--- config.mk ---
export PLATFORM = sky130hd
export DESIGN_NAME = gemm_tile_sequencer
export DESIGN_NICKNAME = d
export VERILOG_FILES = /design/src/rtl/gemm_tile_sequencer.sv
export SDC_FILE = /design/constraint.sdc
export NUM_CORES = 2
export LEC_CHECK = 0
export BUFFER_PORTS_ARGS = -buffer_cell sky130_fd_sc_hd__buf_2
export CAP_MARGIN = 20
export CORE_ASPECT_RATIO = 0.8
export CORE_MARGIN = 3
export CORE_UTILIZATION = 55
export DETAILED_ROUTE_END_ITERATION = 12
export PLACE_DENSITY = 0.82
export SKIP_CTS_REPAIR_TIMING = 1
export SLEW_MARGIN = 10
export SYNTH_ARGS = -nofsm -noshare
export SYNTH_HDL_FRONTEND = slang
export SYNTH_SLANG_ARGS = --single-unit
--- constraint.sdc ---
create_clock -name clk -period 22.6 [get_ports clk]
set_clock_uncertainty 0.05 [all_clocks]
set_input_delay 4.52 -clock clk [delete_from_list [all_inputs] [get_ports clk]]
set_output_delay 4.52 -clock clk [all_outputs]
set_load 0.02 [all_outputs]
--- src/rtl/gemm_tile_sequencer.sv ---
// Hardware tile loop for the GEMM accelerator: walks n/m/k tiles, programs the
// accelerator registers over the system bus and polls status between tiles.
module gemm_tile_sequencer #(
    parameter int          BLK_N     = 8,
    parameter int          BLK_K     = 16,
    parameter int          BLK_M     = 16,
    parameter int          DIM_W     = 16,
    parameter logic [31:0] BASE_ADDR = 32'h9000_0000
) (
    input  logic             clk,
    input  logic             rst,
    input  logic             start,
    input  logic [DIM_W-1:0] dim_m,
    input  logic [DIM_W-1:0] dim_k,
    input  logic [DIM_W-1:0] dim_n,
    input  logic [31:0]      addr_a,
    input  logic [31:0]      addr_b,
    input  logic [31:0]      addr_c,
    output logic             busy,
    output logic             done,
    output logic [15:0]      tile_count,
    output logic             system_bus_en,
    output logic             system_bus_rdwr,
    output logic [31:0]      system_bus_addr,
    output logic [31:0]      system_bus_wr_data,
    input  logic [31:0]      system_bus_rd_data
);
    // one spare bit so tile offsets can step past the dimension without wrapping
    localparam int CW = DIM_W + 1;
    localparam logic [CW-1:0] BN = CW'(BLK_N);
    localparam logic [CW-1:0] BK = CW'(BLK_K);
    localparam logic [CW-1:0] BM = CW'(BLK_M);

    typedef enum logic [3:0] {
        IDLE, CFG_K, CFG_N, WR_A, WR_B, WR_C, WR_FLG, WR_SZ, POLL_RD, POLL_CHK, NEXT, FIN
    } state_t;

    state_t           state, state_nx;
    logic [DIM_W-1:0] dm, dk, dn;
    logic [31:0]      a_base, b_base, c_base;
    logic [CW-1:0]    m_q, k_q, n_q;
    logic [CW-1:0]    msize, ksize, nsize;
    logic             m_last, k_last, n_last, zero_dim;
    logic [31:0]      addr_a_t, addr_b_t, addr_c_t;
    logic             beat_en, beat_wr;
    logic [31:0]      beat_addr, beat_data;
    logic             rdwr_q;
    logic [31:0]      addr_q, data_q;
    logic             unused;

    assign zero_dim = (dim_m == '0) || (dim_k == '0) || (dim_n == '0);

    assign msize = (CW'(dm) - m_q < BM) ? CW'(dm) - m_q : BM;
    assign ksize = (CW'(dk) - k_q < BK) ? CW'(dk) - k_q : BK;
    assign nsize = (CW'(dn) - n_q < BN) ? CW'(dn) - n_q : BN;
    assign m_last = (m_q + BM >= CW'(dm));
    assign k_last = (k_q + BK >= CW'(dk));
    assign n_last = (n_q + BN >= CW'(dn));

    // B points at the last K-row of the tile slab
    assign addr_a_t = a_base + 32'(k_q) + 32'(m_q) * 32'(dk);
    assign addr_b_t = b_base + 32'(n_q) + (32'(k_q) + 32'(ksize) - 32'd1) * 32'(dn);
    assign addr_c_t = c_base + 32'(n_q) + 32'(m_q) * 32'(dn);

    assign unused = ^{system_bus_rd_data[31:1], msize[CW-1:5], nsize[CW-1:5]};

    always_ff @(posedge clk or negedge rst) begin
        if (!rst) state <= IDLE;
        else      state <= state_nx;
    end

    always_comb begin
        state_nx = state;
        case (state)
            IDLE:     if (start) state_nx = zero_dim ? FIN : CFG_K;
            CFG_K:    state_nx = CFG_N;
            CFG_N:    state_nx = WR_A;
            WR_A:     state_nx = WR_B;
            WR_B:     state_nx = WR_C;
            WR_C:     state_nx = WR_FLG;
            WR_FLG:   state_nx = WR_SZ;
            WR_SZ:    state_nx = POLL_RD;
            POLL_RD:  state_nx = POLL_CHK;
            POLL_CHK: state_nx = system_bus_rd_data[0] ? POLL_RD : NEXT;
            NEXT:     state_nx = (k_last && m_last && n_last) ? FIN : WR_A;
            FIN:      state_nx = IDLE;
            default:  state_nx = IDLE;
        endcase
    end

    always_comb begin
        beat_en   = 1'b1;
        beat_wr   = 1'b1;
        beat_addr = BASE_ADDR;
        beat_data = '0;
        case (state)
            CFG_K:   begin beat_addr = BASE_ADDR + 32'd12; beat_data = 32'(dk); end
            CFG_N:   begin beat_addr = BASE_ADDR + 32'd16; beat_data = 32'(dn); end
            WR_A:    beat_data = addr_a_t;
            WR_B:    begin beat_addr = BASE_ADDR + 32'd4;  beat_data = addr_b_t; end
            WR_C:    begin beat_addr = BASE_ADDR + 32'd8;  beat_data = addr_c_t; end
            WR_FLG:  begin beat_addr = BASE_ADDR + 32'd20; beat_data = {30'b0, k_q == '0, k_last}; end
            WR_SZ:   begin
                beat_addr = BASE_ADDR + 32'd24;
                beat_data = {17'b0, nsize[4:0], ksize[4:0], msize[4:0]};
            end
            POLL_RD: beat_wr = 1'b0;
            default: beat_en = 1'b0;
        endcase
    end

    // bus fields hold their last beat value between beats
    assign system_bus_en      = beat_en;
    assign system_bus_rdwr    = beat_en ? beat_wr   : rdwr_q;
    assign system_bus_addr    = beat_en ? beat_addr : addr_q;
    assign system_bus_wr_data = beat_en ? beat_data : data_q;

    always_ff @(posedge clk or negedge rst) begin
        if (!rst) begin
            dm <= '0; dk <= '0; dn <= '0;
            a_base <= '0; b_base <= '0; c_base <= '0;
            m_q <= '0; k_q <= '0; n_q <= '0;
            rdwr_q <= 1'b0; addr_q <= '0; data_q <= '0;
            busy <= 1'b0; done <= 1'b0; tile_count <= '0;
        end else begin
            done <= 1'b0;
            if (beat_en) begin
                rdwr_q <= beat_wr;
                addr_q <= beat_addr;
                data_q <= beat_data;
            end
            case (state)
                IDLE: if (start) begin
                    dm <= dim_m; dk <= dim_k; dn <= dim_n;
                    a_base <= addr_a; b_base <= addr_b; c_base <= addr_c;
                    m_q <= '0; k_q <= '0; n_q <= '0;
                    tile_count <= '0;
                    busy <= 1'b1;
                end
                WR_SZ: tile_count <= tile_count + 16'd1;
                NEXT: begin
                    if (k_last) begin
                        k_q <= '0;
                        if (m_last) begin
                            m_q <= '0;
                            n_q <= n_q + BN;
                        end else begin
                            m_q <= m_q + BM;
                        end
                    end else begin
                        k_q <= k_q + BK;
                    end
                end
                FIN: begin
                    busy <= 1'b0;
                    done <= 1'b1;
                end
                default: ;
            endcase
        end
    end
endmodule

Yosys cells after proc, flatten, opt, wreduce, memory -nomap -nowiden. Index checks and enable logic that the tools add are counted. Widths: inputs -> output; s select.

$add $sub $neg: 15. Multipliers: 3. Order comparisons: 6. Eq/ne operators: 14. Muxes and demuxes: 29. Reduce and logical (&&, ||, !) cells: 19.

Operators with widths (number): $pmux 32 s7 (1); $mux 17 (7); $pmux 17 s2 (3); $add 32x17->32 (3); $add 32x32->32 (3); $mul 17x16->32 (2); $mux 32 (2); $ge 17x16->1 (3); $sub 16x17->17 (3); $logic_not 16->1 (3); $pmux 4 s11 (1); $add 17x5->17 const B (2); $lt 17x5->1 const B (2); $mul 19x17->32 (1); $pmux 16 s2 (1); $pmux 5 s6 (1); $sub 18x1->19 const B (1); $add 17x17->18 (1); $add 17x4->17 const B (1); $logic_not 17->1 (1); $lt 17x4->1 const B (1); $add 16x1->16 const B (1); $eq 4x3->1 const B (4); $eq 4x4->1 const B (4); 17 further kinds (34).

Register bits after elaboration: 282. Output and inout port bits: 84.

Depth between registers and ports, before layout.
Depth in word-level cells: 9. Gate-level depth with buffers: 47.

Worst setup path after synthesis. No wires, ideal clock.

Path kind: reg2out. Start point: reg k_q[15]. End point: out system_bus_wr_data[30]. Arrival time: 10.121 ns. Setup slack: 7.909 ns. Cell stages (with the launch flop): 46. Path buffers: 2. Cell sequence: dfrtp_1 inv_1 ha_1 inv_1 nor2_1 o31ai_1 o2111ai_1 or4_1 nor3_1 nand4_1 nor4_2 buf_2 nand2_1 inv_1 ha_1 inv_1 fa_1 and2b_1 [... 10 more ...] inv_1 fa_1 inv_1 fa_1 fa_1 inv_1 fa_1 inv_1 ha_1 a21o_1 a21o_1 a2111oi_2 nor2_1 a211o_1 o31ai_1 mux2i_1 nand2_1 o211ai_1.

Longest elaborated chain between the ends: 9.

Ends and longest elaborated chain: start: declaration (line 41) `logic [CW-1:0] m_q, k_q, n_q;`; start signal: assignment (line 151) `k_q <= k_q + BK;`; $sub 16x17->17 (line 54) `assign ksize = (CW'(dk) - k_q < BK) ? CW'(dk) - k_q : BK;`; $lt 17x5->1 (line 54); $mux 17 (line 54); $add 17x17->18 (line 62) `assign addr_b_t = b_base + 32'(n_q) + (32'(k_q) + 32'(ksize) - 32'd1) * 32'(dn);`; $sub 18x1->19 (line 62); $mul 19x17->32 (line 62); $add 32x32->32 (line 62); $pmux 32 s7 * (line 96) `case (state)`; $mux 32 *; end: declaration (line 25) `output logic [31:0] system_bus_wr_data,`.

Every way passes the cells marked *; elsewhere a longest branch is shown, timed or not.

Final worst setup path.
Start point: reg dk[4]. End point: out system_bus_wr_data[20].

Longest elaborated chain between the ends: 9.

Ends and longest elaborated chain: start: declaration (line 39) `logic [DIM_W-1:0] dm, dk, dn;`; start signal: assignment (line 134) `dm <= dim_m; dk <= dim_k; dn <= dim_n;`; $sub 16x17->17 (line 54); $lt 17x5->1 (line 54); $mux 17 (line 54); $add 17x17->18 (line 62); $sub 18x1->19 (line 62); $mul 19x17->32 (line 62); $add 32x32->32 (line 62); $pmux 32 s7 * (line 96); $mux 32 *.

Marks and branches as above.

==> results.cfg <==
[status]
outcome = finished clean

[detailed_routing]
drtIter0Drc = 3465
dr.pass1.iters = 8
drtAntennaViolNets = 0
vias = 36340
wl_um = 132300
wl_per_cell_um = 20.55
routed_via_density = 5.646
drc_errors = 0

[clock_tree]
cts_max_path_buffers = 3
cts.htree.levels = 2
cts_tree = done
clock_insertion_delay_worst_skew_ns = 0.60
cts_made_buffers = 35
cts_sinks = 271
cts.clk_slew.worst_paths_ns = 0.06
cts_root_buffer = clkbuf_16

[grt]
grt_pass1_wl_um = 209200
antenna_found_initial = 4
grt_usage = 0.3154
grt_max_degree = 105
grt_pass1_vias = 37350
grt-ovfl-total = 0

[setup_path]
crit_fanout = 21
path_class = register to primary output
cp_slowest_cell = dfrtp_1
cp_data_arrival_time_ns = 13.93
rrSetupSlack_ns = 9.22
end_kind = primary output
max_stage_delay_ns = 0.91
start_kind = register
required_ns = 18.03

[synth]
ys_seq_elements = 271
seq_area_frac_synth = 0.1501
syn_area_um2 = 45170
synth_top_family_by_area = adder cells
synth_cell_type_count = 103
synth-simple-area-share = 0.1462
synth_compound_area_frac = 0.1002
yosys.area_share.adder = 0.4518
synth-edff-count = 0
muxShareOfSynthArea = 0.003213
ys_async_sr_fraction = 1.000
ys.flop_type = dfrtp_1
synthCells = 5098
synth_xor_area_frac = 0.03344
yosysWarnings = 0
avgSynthCellArea_um2 = 8.860

[floorplan]
core.rowCount = 93
die_h_um = 262.3
ioPinCount = 263
start_util = 0.5577
dieArea_um2 = 85620
core_region_area_um2 = 80990
fp.dieW_um = 326.4

[sta]
worstMarginPinSlew_ns = 1.161
min_period_ns = 18.50
setup_tns_ns = 0
setup_ws_ns = 4.101
post-route-period-util = 0.8185
grt_setup_unrepaired = false
slew_viol_final = 0
slew_headroom = 0.2222
hold_viol = 0
finalSetupViolCount = 0
fmax_ghz = 0.05406

[layout]
fillers = 6804
multi_input_area_um2 = 33650
ff_latch_area_um2 = 6787
syn_to_final_growth_pct = 8.474
nets = 6660
drive_gt1_frac = 0.08106
final_util = 0.6050
fin_area_um2 = 48990

[placed_design]
io_buffers = 231
place_ws_ns = 5.143
gp_congestion = 0.9840
placed_area_um2 = 47760
dp_hpwl_um = 102000

[worst_hold_path]
hp-class = register to register

[flow_run]
maxCapViolCount = 0
cell usage in the layout, fill, tap and decap left out, types with 35 or more instances in the layout:
cell type / synthesis / final
fa_1: 777 / 777
nor3_1: 39 / 37
a21o_1: 74 / 74
nand2b_1: 37 / 37
inv_1: 1149 / 1149
and2_1: 212 / 211
ha_1: 387 / 387
nor2_1: 193 / 193
buf_4: 0 / 59
nand2_1: 756 / 755
nand3_1: 61 / 61
conb_1: 2 / 94
a21oi_1: 150 / 150
buf_2: 11 / 230
clkbuf_16: 0 / 35
xnor2_1: 133 / 125
dfrtp_1: 271 / 267
o21ai_0: 175 / 175
routing by layer:
metal  GRT usage  share of wire  routed length, µm  vias to the layer above
met5           0       0.000091                 12                        -
met3     0.09179           0.13              17010                      417
met1      0.4276           0.39              51280                    17800
li1            -              -                  -                    16030
met2      0.4697           0.43              56700                     2096
met4      0.1459          0.055               7268                        2
sequential cells by signal, summed over array words and instances (netlist names):
name        cells
m_q            13
dm             16
k_q            13
state           4
data_q         32
done            1
rdwr_q          1
b_base         32
busy            1
n_q            14
dk             16
c_base         32
tile_count     16
dn             16
addr_q         32
a_base         32
cell usage after synthesis (7+ instances only):
library cell,n,area share
o31ai_1,16,0.0027
clkinv_1,8,0.00066
nand3_1,61,0.0068
xor2_1,35,0.0068
o21ai_1,7,0.00078
fa_1,777,0.34
xnor2_1,133,0.026
a22o_1,19,0.0037
inv_1,1149,0.095
nand2_1,756,0.063
or2_2,8,0.0011
or3_1,9,0.0012
mux2i_1,10,0.0022
and2_1,212,0.029
dfrtp_1,271,0.15
ha_1,387,0.11
o21bai_1,18,0.0030
nand4_1,20,0.0028
nor3_1,39,0.0043
o21a_1,19,0.0032
nor2_1,193,0.016
a22oi_1,15,0.0025
a21oi_1,150,0.017
buf_1,31,0.0026
o211ai_1,18,0.0030
nor4_1,25,0.0035
a21o_1,74,0.012
o21ai_0,175,0.019
buf_2,11,0.0012
a31o_2,10,0.0019
a211oi_1,22,0.0037
a222oi_1,15,0.0033
and3_1,24,0.0033
nor2b_1,18,0.0025
a31oi_1,16,0.0022
nand2b_1,37,0.0051
a211o_1,10,0.0019
clkbuf_1,157,0.013
logic make-up (layout without fill, tap and decap cells):
family | count (synthesis) | after routing
muxes | 13 | 13
xor gates and xnor gates | 170 | 170
buffers and inverters | 1363 | 1515
DFF | 271 | 271
AOI/OAI and AO/OA | 675 | 675
and+or+nand+nor | 1439 | 1439
other | 2 | 97
adders and majority gates | 1165 | 1165
worst paths after layout:
path,start,to,cells after the start
setup / recovery,dk[4],system_bus_wr_data[20],46
hold / removal,addr_q[28],addr_q[28],1
setup reg to reg,dk[4],data_q[20],45
hold reg to reg,addr_q[28],addr_q[28],1
max in group asynchronous,rst,dn[9],2
min in group asynchronous,rst,tile_count[7],1
area by class of cell:
type	instances	share of cell area
Clock buffer	45	0.01966
Timing Repair Buffer	294	0.03371
Clock inverter	17	0.004392
Multi-Input combinational cell	3556	0.6869
Tap cell	1092	0.02789
Antenna cell	3	0.0001532
Inverter	1159	0.08879
Sequential cell	271	0.1385
through the flow:
step	cells	hold slack, ns
finish	6437	0.4150
global route	6436	0.4318
CTS	6429	0.4143
detailed placement	6367	0.3994
global placement	6367	0.3918
floorplan	5190	0.3961
worst max-delay path: cells and delay by family (launching register included):
kind	cells	cell delay [ns]
adders and majority gates	10	4.45
DFF	1	0.91
buffers and inverters	9	1.28
xor gates and xnor gates	2	0.88
AOI/OAI and AO/OA	18	4.14
muxes	1	0.14
and+or+nand+nor	6	1.44
Power is not shown: default switching activity piles up to over one toggle a cycle in this logic, so the estimate is an artifact.
